--- src/rtl/alu_sequencer.sv ---
// alu_sequencer: queues ALU operation requests in a small FIFO, issues them to
// the ALU one at a time, waits a fixed latency for the accumulator-registered
// result and returns it over a valid/ready response channel.
// Optional feature macro: ALU_SEQ_CHAIN_EN (adds req_chain, which substitutes
// the last good result for operand A).
`timescale 1ns/1ps

module alu_sequencer #(
  parameter int unsigned DEPTH   = 4,
  parameter int unsigned LATENCY = 2
) (
  input  logic        clk,
  input  logic        rst_n,
  input  logic        req_valid,
  output logic        req_ready,
  input  logic [3:0]  req_opcode,
  input  logic [15:0] req_a,
  input  logic [15:0] req_b,
`ifdef ALU_SEQ_CHAIN_EN
  input  logic        req_chain,
`endif
  output logic [3:0]  alu_opcode,
  output logic [15:0] alu_a,
  output logic [15:0] alu_b,
  input  logic [15:0] alu_result,
  output logic        rsp_valid,
  input  logic        rsp_ready,
  output logic [15:0] rsp_data,
  output logic        rsp_err,
  output logic        busy
);

  localparam int unsigned DATA_W = 16;
  localparam int unsigned OP_W   = 4;
  localparam int unsigned PTR_W  = $clog2(DEPTH);
  localparam int unsigned PTR_AW = PTR_W + 1;
  localparam int unsigned CNT_W  = $clog2(LATENCY + 1);

  localparam logic [OP_W-1:0] OP_CLEAR = 4'b1111;

  // One queued request
  typedef struct packed {
    logic [OP_W-1:0]   opcode;
    logic [DATA_W-1:0] a;
    logic [DATA_W-1:0] b;
`ifdef ALU_SEQ_CHAIN_EN
    logic              chain;
`endif
  } req_t;

  typedef enum logic [1:0] {
    S_IDLE = 2'd0,
    S_WAIT = 2'd1,
    S_DONE = 2'd2
  } state_t;

  // FIFO storage and pointers (extra MSB distinguishes full from empty)
  req_t              r_mem [DEPTH];
  logic [PTR_AW-1:0] r_wptr;
  logic [PTR_AW-1:0] r_rptr;

  state_t            r_state;
  state_t            w_state_nxt;
  logic [CNT_W-1:0]  r_cnt;
  logic [CNT_W-1:0]  w_cnt_nxt;

  logic              w_full;
  logic              w_empty;
  logic              w_push;
  logic              w_pop;
  logic              w_issue;
  logic              w_err_rsp;
  logic              w_capture;
  logic              w_rsp_done;
  req_t              w_wr_entry;
  req_t              w_head;
  logic [DATA_W-1:0] w_issue_a;

`ifdef ALU_SEQ_CHAIN_EN
  logic [DATA_W-1:0] r_last_res;
`endif

  // Opcode legality: 0111 and 1100-1110 are unassigned
  function automatic logic f_legal(input logic [OP_W-1:0] op);
    logic ok;
    case (op)
      4'b0111, 4'b1100, 4'b1101, 4'b1110: ok = 1'b0;
      default:                            ok = 1'b1;
    endcase
    return ok;
  endfunction

  // FIFO status from registered pointers only
  assign w_empty = (r_wptr == r_rptr);
  assign w_full  = (r_wptr[PTR_W] != r_rptr[PTR_W]) &&
                   (r_wptr[PTR_W-1:0] == r_rptr[PTR_W-1:0]);
  assign w_push  = req_valid && !w_full;
  assign w_head  = r_mem[r_rptr[PTR_W-1:0]];

  assign req_ready = !w_full;
  assign busy      = (r_state != S_IDLE) || !w_empty;

  // Pack the incoming request
  always_comb begin
    w_wr_entry        = '0;
    w_wr_entry.opcode = req_opcode;
    w_wr_entry.a      = req_a;
    w_wr_entry.b      = req_b;
`ifdef ALU_SEQ_CHAIN_EN
    w_wr_entry.chain  = req_chain;
`endif
  end

  // Operand A source: chained result or the queued operand
`ifdef ALU_SEQ_CHAIN_EN
  assign w_issue_a = w_head.chain ? r_last_res : w_head.a;
`else
  assign w_issue_a = w_head.a;
`endif

  // FIFO storage write (data only, no reset needed)
  always_ff @(posedge clk) begin
    if (w_push) begin
      r_mem[r_wptr[PTR_W-1:0]] <= w_wr_entry;
    end
  end

  // FIFO pointer update
  always_ff @(posedge clk or negedge rst_n) begin
    if (!rst_n) begin
      r_wptr <= '0;
      r_rptr <= '0;
    end else begin
      if (w_push) begin
        r_wptr <= r_wptr + PTR_AW'(1);
      end
      if (w_pop) begin
        r_rptr <= r_rptr + PTR_AW'(1);
      end
    end
  end

  // FSM state and latency counter registers
  always_ff @(posedge clk or negedge rst_n) begin
    if (!rst_n) begin
      r_state <= S_IDLE;
      r_cnt   <= '0;
    end else begin
      r_state <= w_state_nxt;
      r_cnt   <= w_cnt_nxt;
    end
  end

  // FSM next-state and control strobes
  always_comb begin
    w_state_nxt = r_state;
    w_cnt_nxt   = r_cnt;
    w_pop       = 1'b0;
    w_issue     = 1'b0;
    w_err_rsp   = 1'b0;
    w_capture   = 1'b0;
    w_rsp_done  = 1'b0;
    case (r_state)
      S_IDLE: begin
        if (!w_empty) begin
          w_pop = 1'b1;
          if (f_legal(w_head.opcode)) begin
            w_issue     = 1'b1;
            w_cnt_nxt   = CNT_W'(LATENCY);
            w_state_nxt = S_WAIT;
          end else begin
            w_err_rsp   = 1'b1;
            w_state_nxt = S_DONE;
          end
        end
      end
      S_WAIT: begin
        if (r_cnt <= CNT_W'(1)) begin
          w_cnt_nxt   = '0;
          w_capture   = 1'b1;
          w_state_nxt = S_DONE;
        end else begin
          w_cnt_nxt = r_cnt - CNT_W'(1);
        end
      end
      S_DONE: begin
        if (rsp_ready) begin
          w_rsp_done  = 1'b1;
          w_state_nxt = S_IDLE;
        end
      end
      default: begin
        w_state_nxt = S_IDLE;
      end
    endcase
  end

  // ALU drive registers: change only on issue, hold otherwise
  always_ff @(posedge clk or negedge rst_n) begin
    if (!rst_n) begin
      alu_opcode <= OP_CLEAR;
      alu_a      <= '0;
      alu_b      <= '0;
    end else if (w_issue) begin
      alu_opcode <= w_head.opcode;
      alu_a      <= w_issue_a;
      alu_b      <= w_head.b;
    end
  end

  // Response registers: load on capture or error, hold until accepted
  always_ff @(posedge clk or negedge rst_n) begin
    if (!rst_n) begin
      rsp_valid <= 1'b0;
      rsp_data  <= '0;
      rsp_err   <= 1'b0;
    end else if (w_err_rsp) begin
      rsp_valid <= 1'b1;
      rsp_data  <= '0;
      rsp_err   <= 1'b1;
    end else if (w_capture) begin
      rsp_valid <= 1'b1;
      rsp_data  <= alu_result;
      rsp_err   <= 1'b0;
    end else if (w_rsp_done) begin
      rsp_valid <= 1'b0;
    end
  end

`ifdef ALU_SEQ_CHAIN_EN
  // Last good result, source for chained operand A
  always_ff @(posedge clk or negedge rst_n) begin
    if (!rst_n) begin
      r_last_res <= '0;
    end else if (w_capture) begin
      r_last_res <= alu_result;
    end
  end
`endif

endmodule

--- config.mk ---
export PLATFORM = sky130hd
export DESIGN_NAME = alu_sequencer
export DESIGN_NICKNAME = d
export VERILOG_FILES = /design/src/rtl/alu_sequencer.sv
export SDC_FILE = /design/constraint.sdc
export NUM_CORES = 1
export LEC_CHECK = 0
export CORE_MARGIN = 1
export CORE_UTILIZATION = 45
export CTS_BUF_LIST = sky130_fd_sc_hd__clkbuf_4 sky130_fd_sc_hd__clkbuf_8 sky130_fd_sc_hd__clkbuf_16
export DETAILED_ROUTE_END_ITERATION = 8
export PLACE_DENSITY = 0.77
export SLEW_MARGIN = 15
export SYNTH_ARGS = -nofsm -noshare
export SYNTH_HDL_FRONTEND = slang
export SYNTH_SLANG_ARGS = --single-unit
--- constraint.sdc ---
create_clock -name clk -period 6.25 [get_ports clk]
set_input_delay 1.25 -clock clk [delete_from_list [all_inputs] [get_ports clk]]
set_output_delay 1.25 -clock clk [all_outputs]
set_load 0.01 [all_outputs]
---- Word-level counts from Yosys, hierarchy flattened ----
Memory sizes are Yosys's and may differ from the RTL's.
Cells that the tools add are included.
cells by class
  $add $sub $neg .......................... 3
  mux-type cells .......................... 33
  reduce and logical (&&, ||, !) cells .... 13
  magnitude comparators ................... 1
  equal/unequal tests ..................... 13
operators by type and width
  cell                 count
  $mux 16              2
  $mux 1               22
  $mux 2               7
  $eq 4x4->1 const B   3
  $ne 2x2->1 const B   4
  $add 3x1->3 const B  2
  $pmux 2 s3           1
  $reduce_and 3->1     2
  $reduce_bool 2->1    3
  $eq 4x3->1 const B   1
  $pmux 2 s2           1
  $reduce_or 4->1      1
  $eq 3x3->1           1
  $reduce_bool 3->1    1
  $eq 2x1->1 const B   1
  $eq 2x2->1           1
  $eq 2x2->1 const B   1
  $le 2x1->1 const B   1
  $logic_and 1x1->1    2
  $logic_not 1->1      2
  $logic_not 2->1      1
  $sub 2x1->2 const B  1
  $logic_or 1x1->1     1
  $ne 1x1->1           1
word-level totals
  input bits .............................. 56
  output and inout bits ................... 56
  bits in registers ....................... 64
  logic and storage cells ................. 74
  memories ................................ 1
  RAM bits ................................ 144
memory list
  name   depth  width  read ports  clocked after Yosys merged registers in  wr ports  RTL line  source
  r_mem  4      36     1           0                                        1         58        req_t r_mem [DEPTH];

---- Longest topological paths before layout ----
Gate-level depths: netlist of run 1.
An unclocked memory read counts as a cell.
  word-level depth ........................ 10
  mapped depth ............................ 7
  mapped depth without buffers ............ 4

---- Least setup slack after synthesis of run 1 ----
OpenSTA, ideal clock, no wires.
  kind .................................... in2reg
  start ................................... in req_valid
  end ..................................... mem r_mem[3][0] (netlist bit) (enable)
  data required time ...................... 5.852 ns
  library setup time ...................... 0.398 ns
  cell stages on the path ................. 2
  path slack .............................. 3.441 ns
  path buffers ............................ 0
  arrival ................................. 2.411 ns
  cells stage by stage .................... o31a_1 > and2_1
between the ends
  longest elaborated chain between the ends .. 3
ends and longest elaborated chain
  item                          RTL line  source
  start, declared               14        input logic req_valid,
  $logic_and 1x1->1             97        assign w_push = req_valid && !w_full;
  $mux 1                        123       if (w_push) begin
  $mux 1 (not written as such)  124       r_mem[r_wptr[PTR_W-1:0]] <= w_wr_entry;
  end, declared                 58
No other way between the ends.

---- Worst setup path in the final report of run 1 ----
  start ................................... reg r_rptr[1]
  end ..................................... out busy
between the ends
  longest elaborated chain between the ends .. 3
ends and longest elaborated chain
  item                    RTL line  source
  start, declared         60        logic [PTR_AW-1:0] r_rptr;
  start signal, assigned  138       r_rptr <= r_rptr + PTR_AW'(1);
  $eq 3x3->1              94        assign w_empty = (r_wptr == r_rptr);
  $logic_not 1->1         n/a
  $logic_or 1x1->1        101       assign busy = (r_state != S_IDLE) || !w_empty;
  end, declared           30        output logic busy
No other way between the ends.

==> impl_metrics.ini, run 1 <==
[status]
status = finished, final reports clean

[pwr]
power.density_nw_per_um2 = 538.6
p_leak_nw = 3.656
vdd_ir_drop_max_v = 0.0002802

[setup_path]
start_kind = flip-flop
r2r_slack_ps = 2570
r2r-end = alu_a[5]
end_kind = output pin
worstSetupPathType = flip-flop to output pin
r2r_start = r_rptr[1]
crit_fanout = 40
critPathArrivalTime_ps = 2650
required_ps = 5000
worst_r2r_path_depth = 4

[logic_synthesis]
yosysTopAreaCell = edfxtp_1
ys_async_sr_fraction_pct = 30.77
muxShareOfSynthArea_pct = 16.58
synthAdderAreaFrac_pct = 0.7830
synth.distinct_cells = 38
synth_ff_type = edfxtp_1
yosysWarnings = 0
synth-edff-count = 144
synth-xor-area-share_pct = 1.096
synth_top_area_share_pct = 54.12
syn_inst = 405
syn-mean-instance-area_um2 = 19.73
syn-cell-area_um2 = 7990
synth_top_family_by_area = multiplexers
yosys.area_share.simple_pct = 3.257
yosysSeqAreaShare_pct = 74.22
ys_top_cells_by_count = edfxtp_1 (144), dfrtp_1 (60), nand2_1 (36), mux4_2 (35), mux2_4 (28)
synth.most_common_cell = edfxtp_1
synth-seq-cells = 208
synth_area_leaders = edfxtp_1 (54%), dfrtp_1 (19%), mux4_2 (9.9%)
synth-compound-area-share_pct = 2.521
synth.net_count = 466

[hold_path]
min_to = rsp_err
hold_path.class = flip-flop to flip-flop
hold_path_depth = 1
hold_path.startpoint = rsp_err

[run]
maxCapViolations = 0

[timing]
fin_crit_ps = 3901
setup_ws_ps = 2349
finalHoldViolCount = 0
tightest_slew_ps = 1150
slew_viol_final = 0
finalSetupTns_ps = 0
slew_headroom_pct = 23.35
fmax_mhz = 256.3
fin_skew_ps = 19.11
setup_viol = 0
fin_crit_sh_pct = 62.42
rsz0062_at_grt = false

[grt]
grt_max_degree = 65
antenna_found_initial = 0
grt_pass1_wl_um = 22910
grt_pass1_vias = 4256
overflow = 0
grt_usage_pct = 16.46

[clock_network]
htree_num_levels = 1
cts_hold_buf = 0
cts_resized = 0
clock_sinks = 208
postCtsSetupBuffers = 0
cts_buffers = 21
clkTransAtPathRegs_ps = 60
insertion_delay_ps = 500
ctsRootBufferMaster = clkbuf_16
cts_tree = yes
clk_path_buf_depth = 3

[routing]
ant_nets = 0
drt-initial-drc-count = 152
avgRoutedWirePerCell_um = 19.19
routed_wl_um = 14640
drt-pass1-iter-count = 5
routed_via_density = 5.208
num_vias = 3974
drc = 0

[final_layout]
nets = 584
drive_gt1_share_pct = 22.30
antenna_cells = 0
fillCellCount = 1257
syn_to_final_growth_pct = 25.27

[floorplan]
coreArea_um2 = 17300
ioPinCount = 112
dieWidth_um = 135.3
rows = 48
dieArea_um2 = 18290
start_util_pct = 46.20
fp.dieH_um = 135.3

[placed_design]
globalplace.congestion = 0.7057
hpwl_um = 8773
port_buffers = 111
dp_slack_ps = 2700
==> cells by family (layout without fill, tap and decap cells) <==
group / count (synthesis) / after routing
adder cells (fa/ha/maj): 5 / 5
AND/OR/NAND/NOR: 56 / 56
flip-flops: 208 / 208
XOR/XNOR: 10 / 10
buffers and inverters: 22 / 155
AO/OA/AOI/OAI: 32 / 32
multiplexers: 72 / 72
==> worst max-delay path, stage by stage, from the launching register on <==
cell             delay [ps]
dfrtp_2                1000
xor2_1                  220
nor3_1                  320
nand2_1                 100
clkdlybuf4s50_1         510
==> layer usage <==
metal / global-route usage, % / share of wire [%]
met1: 21.38 / 42
met2: 28.03 / 50
met3: 3.404 / 5.7
met4: 4.744 / 1.8
met5: 0 / 0
==> area by class of cell <==
class / instances / area, um^2 / share of cell area (%)
sequential: 208 / 5933 / 59.27
multi-input combinational: 175 / 1956 / 19.54
timing repair buffer: 112 / 1116 / 11.15
clock buffer: 30 / 605.6 / 6.050
tap: 225 / 281.5 / 2.812
clock inverter: 8 / 98.84 / 0.9875
inverter: 5 / 18.77 / 0.1875
==> sequential cells by signal, summed over array words and instances (netlist names) <==
signal      count
alu_opcode      4
r_wptr          3
r_rptr          3
rsp_err         1
rsp_valid       1
alu_a          16
r_cnt           2
alu_b          16
r_mem         144
r_state         2
rsp_data       16
==> through the flow <==
step                      instances  hold WS (ps)  utilization (%)  cell area [um^2]  total power [W]
after floorplan                 405         465.4                -              7990         0.003490
after global placement          725         461.0            53.75              9298         0.004090
after detailed placement        725         472.7            53.75              9298         0.004166
after CTS                       763         484.8            57.83             10000         0.005448
after global routing            763         491.1            57.87             10010         0.005660
final                           763         479.7            57.87             10010         0.005391
==> cells in the final DEF, fill, tap and decap left out, types with 2 or more instances in the layout <==
cell type	synthesis	final
mux2_4	28	28
dfrtp_1	60	58
xor2_1	5	5
clkbuf_8	0	2
bufinv_16	0	2
nand2_1	36	36
a21oi_1	18	18
mux4_2	35	35
clkinv_2	0	3
dfrtp_2	0	2
dfstp_2	4	4
clkdlybuf4s50_1	0	110
clkinvlp_4	0	2
inv_1	5	5
clkbuf_16	0	21
nor2_1	4	4
edfxtp_1	144	144
o21ai_0	3	3
clkbuf_4	0	7
a211oi_1	2	2
nand3b_1	3	3
and2_2	0	4
buf_4	0	2
mux2_1	7	7
xnor2_1	5	5
ha_1	5	5
==> where the power goes <==
part           switching (W)  internal, W
clock               0.000496     0.000762
combinational       0.000810      0.00109
sequential          0.000283      0.00195
total                0.00159      0.00380
==> how the worst max path moves through the flow <==
stage               from          end  slack [ps]
5_1_grt        r_rptr[1]         busy        2140
4_1_cts        r_rptr[1]         busy        2300
6_report       r_rptr[1]         busy        2350
3_3_place_gp   r_rptr[0]     alu_a[5]        2750
3_5_place_dp   r_rptr[0]     alu_a[6]        2700
2_1_floorplan  req_valid  r_mem[3][0]        3440
No activity file was read; power rests on OpenSTA's default activity.
==> inputs of run 2 (changes only) <==
- clock period: 6.25 -> 3.8 ns (I/O delays scaled with it)
==> run 2 against run 1 <==
- power grew 65%
- first-iteration DRC count up 51%
- cell count grew 1.6%
- largest power group unchanged
- highest routed layer unchanged
- utilization rose by 0.48 points
==> impl_metrics.ini, run 2 (same netlist as run 1, synthesis figures left out) <==
[final_layout]
syn_to_final_growth_pct = 26.31
fin_cells = 775
fillCellCount = 1257
seq_area_um2 = 5933
largest_register_ff_count = 144
drive_gt1_share_pct = 23.45
postLayoutCoreUtil_pct = 58.35
final_common_cell = edfxtp_1
multi_input_area_um2 = 1948
antenna_cells = 0
layout_common_cells = edfxtp_1 (144), clkdlybuf4s50_1 (110), dfrtp_1 (58), nand2_1 (36), mux4_2 (35)
nets = 595

[timing]
fin_crit_sh_pct = 82.79
fmax_mhz = 317.9
finalHoldViolCount = 0
tightest_slew_ps = 1014
fin_skew_ps = 10.70
setup_viol = 0
slew_viol_final = 0
slew_headroom_pct = 32.13
finalSetupTns_ps = 0
fin_crit_ps = 3146
rsz0062_at_grt = false

[setup_path]
crit_fanout = 18
start_kind = flip-flop
r2r-end = alu_a[6]
max_stage_delay_ps = 550
path_cells = buf_4, xor2_1, nor3_1, nand2_1, clkdlybuf4s50_1
worstSetupPathType = flip-flop to output pin
end_kind = output pin
required_ps = 3040
r2r_start = r_rptr[1]
critPathArrivalTime_ps = 2390
cp_slowest_cell = clkdlybuf4s50_1
r2r_slack_ps = 1050
worst_r2r_path_depth = 5
cp_num_buf_inv = 2
cp_top_family = buffers and inverters

[placed_design]
globalplace.congestion = 0.7218
hpwl_um = 9658
dpl.cell_count = 735
port_buffers = 111

[hold_path]
hold_path.class = input pin to async pin

[grt]
grt_max_degree = 65
grt_usage_pct = 17.31
overflow = 0
grt_pass1_wl_um = 23870
antenna_found_initial = 0
grt_pass1_vias = 4356

[floorplan]
rows = 48
dieWidth_um = 135.3
fp.dieH_um = 135.3
dieArea_um2 = 18290
ioPinCount = 112
coreArea_um2 = 17300
start_util_pct = 46.20

[clock_network]
clk_path_buf_depth = 3
cts_resized = 0
htree_num_levels = 1
ctsRootBufferMaster = clkbuf_16
cts_tree = yes
postCtsSetupBuffers = 0
cts_buffers = 22
clkTransAtPathRegs_ps = 60
clock_sinks = 208
insertion_delay_ps = 490
cts_hold_buf = 0

[routing]
ant_nets = 0
drt-pass1-iter-count = 4
num_vias = 4035
drt-initial-drc-count = 229
avgRoutedWirePerCell_um = 19.30
routed_wl_um = 14960
drc = 0
routed_via_density = 5.206

[pwr]
vdd_ir_drop_max_v = 0.0004310
p_leak_nw = 3.717
power.density_nw_per_um2 = 883.1

[status]
status = finished, final reports clean

[run]
maxCapViolations = 0
-- run 2: final cells by class --
class / instances / area share [%]
Clock buffer: 32 / 6.372
Clock inverter: 8 / 0.6323
Inverter: 5 / 0.1860
Multi-Input combinational cell: 175 / 19.30
Sequential cell: 208 / 58.79
Tap cell: 225 / 2.789
Timing Repair Buffer: 122 / 11.93
-- run 2: per-layer routing --
metal	wire length (um)	vias to the layer above	global-route usage (%)
li1	-	1829	-
met1	6429	2078	22.38
met2	7624	104	30.54
met3	637	24	2.918
met4	267	0	4.057
met5	0	-	0
-- run 2: metrics by stage --
step,cell area [um^2],setup WS [ps],total power (W),hold WS (ps)
6_report,10090,654.1,0.008912,387.5
5_1_grt,10090,453.0,0.009396,457.3
4_1_cts,10090,608.8,0.009039,423.5
3_5_place_dp,9385,1014,0.006972,454.5
3_3_place_gp,9385,1128,0.006845,459.2
2_1_floorplan,7990,1422,0.005741,464.4
-- run 2: how the worst max path moves through the flow --
stage,startpoint,end,slack [ps],depth (start not counted)
after floorplan,r_rptr[0],r_mem[3][0],1420,4
after global placement,r_rptr[1],alu_a[6],1130,5
after detailed placement,r_rptr[1],alu_a[6],1010,5
after CTS,r_rptr[0],busy,610,5
after global routing,r_rptr[0],busy,450,5
final,r_rptr[0],busy,650,5
-- run 2: power breakdown --
part           internal [W]  switching [W]
logic               0.00185        0.00142
clock network       0.00124       0.000806
registers           0.00320       0.000395
total               0.00629        0.00262
-- run 2: worst register-to-register path: cells and delay by family, from the launching register on --
kind	cells	cell delay, ps
AO/OA/AOI/OAI	1	450
buffers and inverters	1	280
flip-flops	1	760
multiplexers	2	810
AND/OR/NAND/NOR	1	330
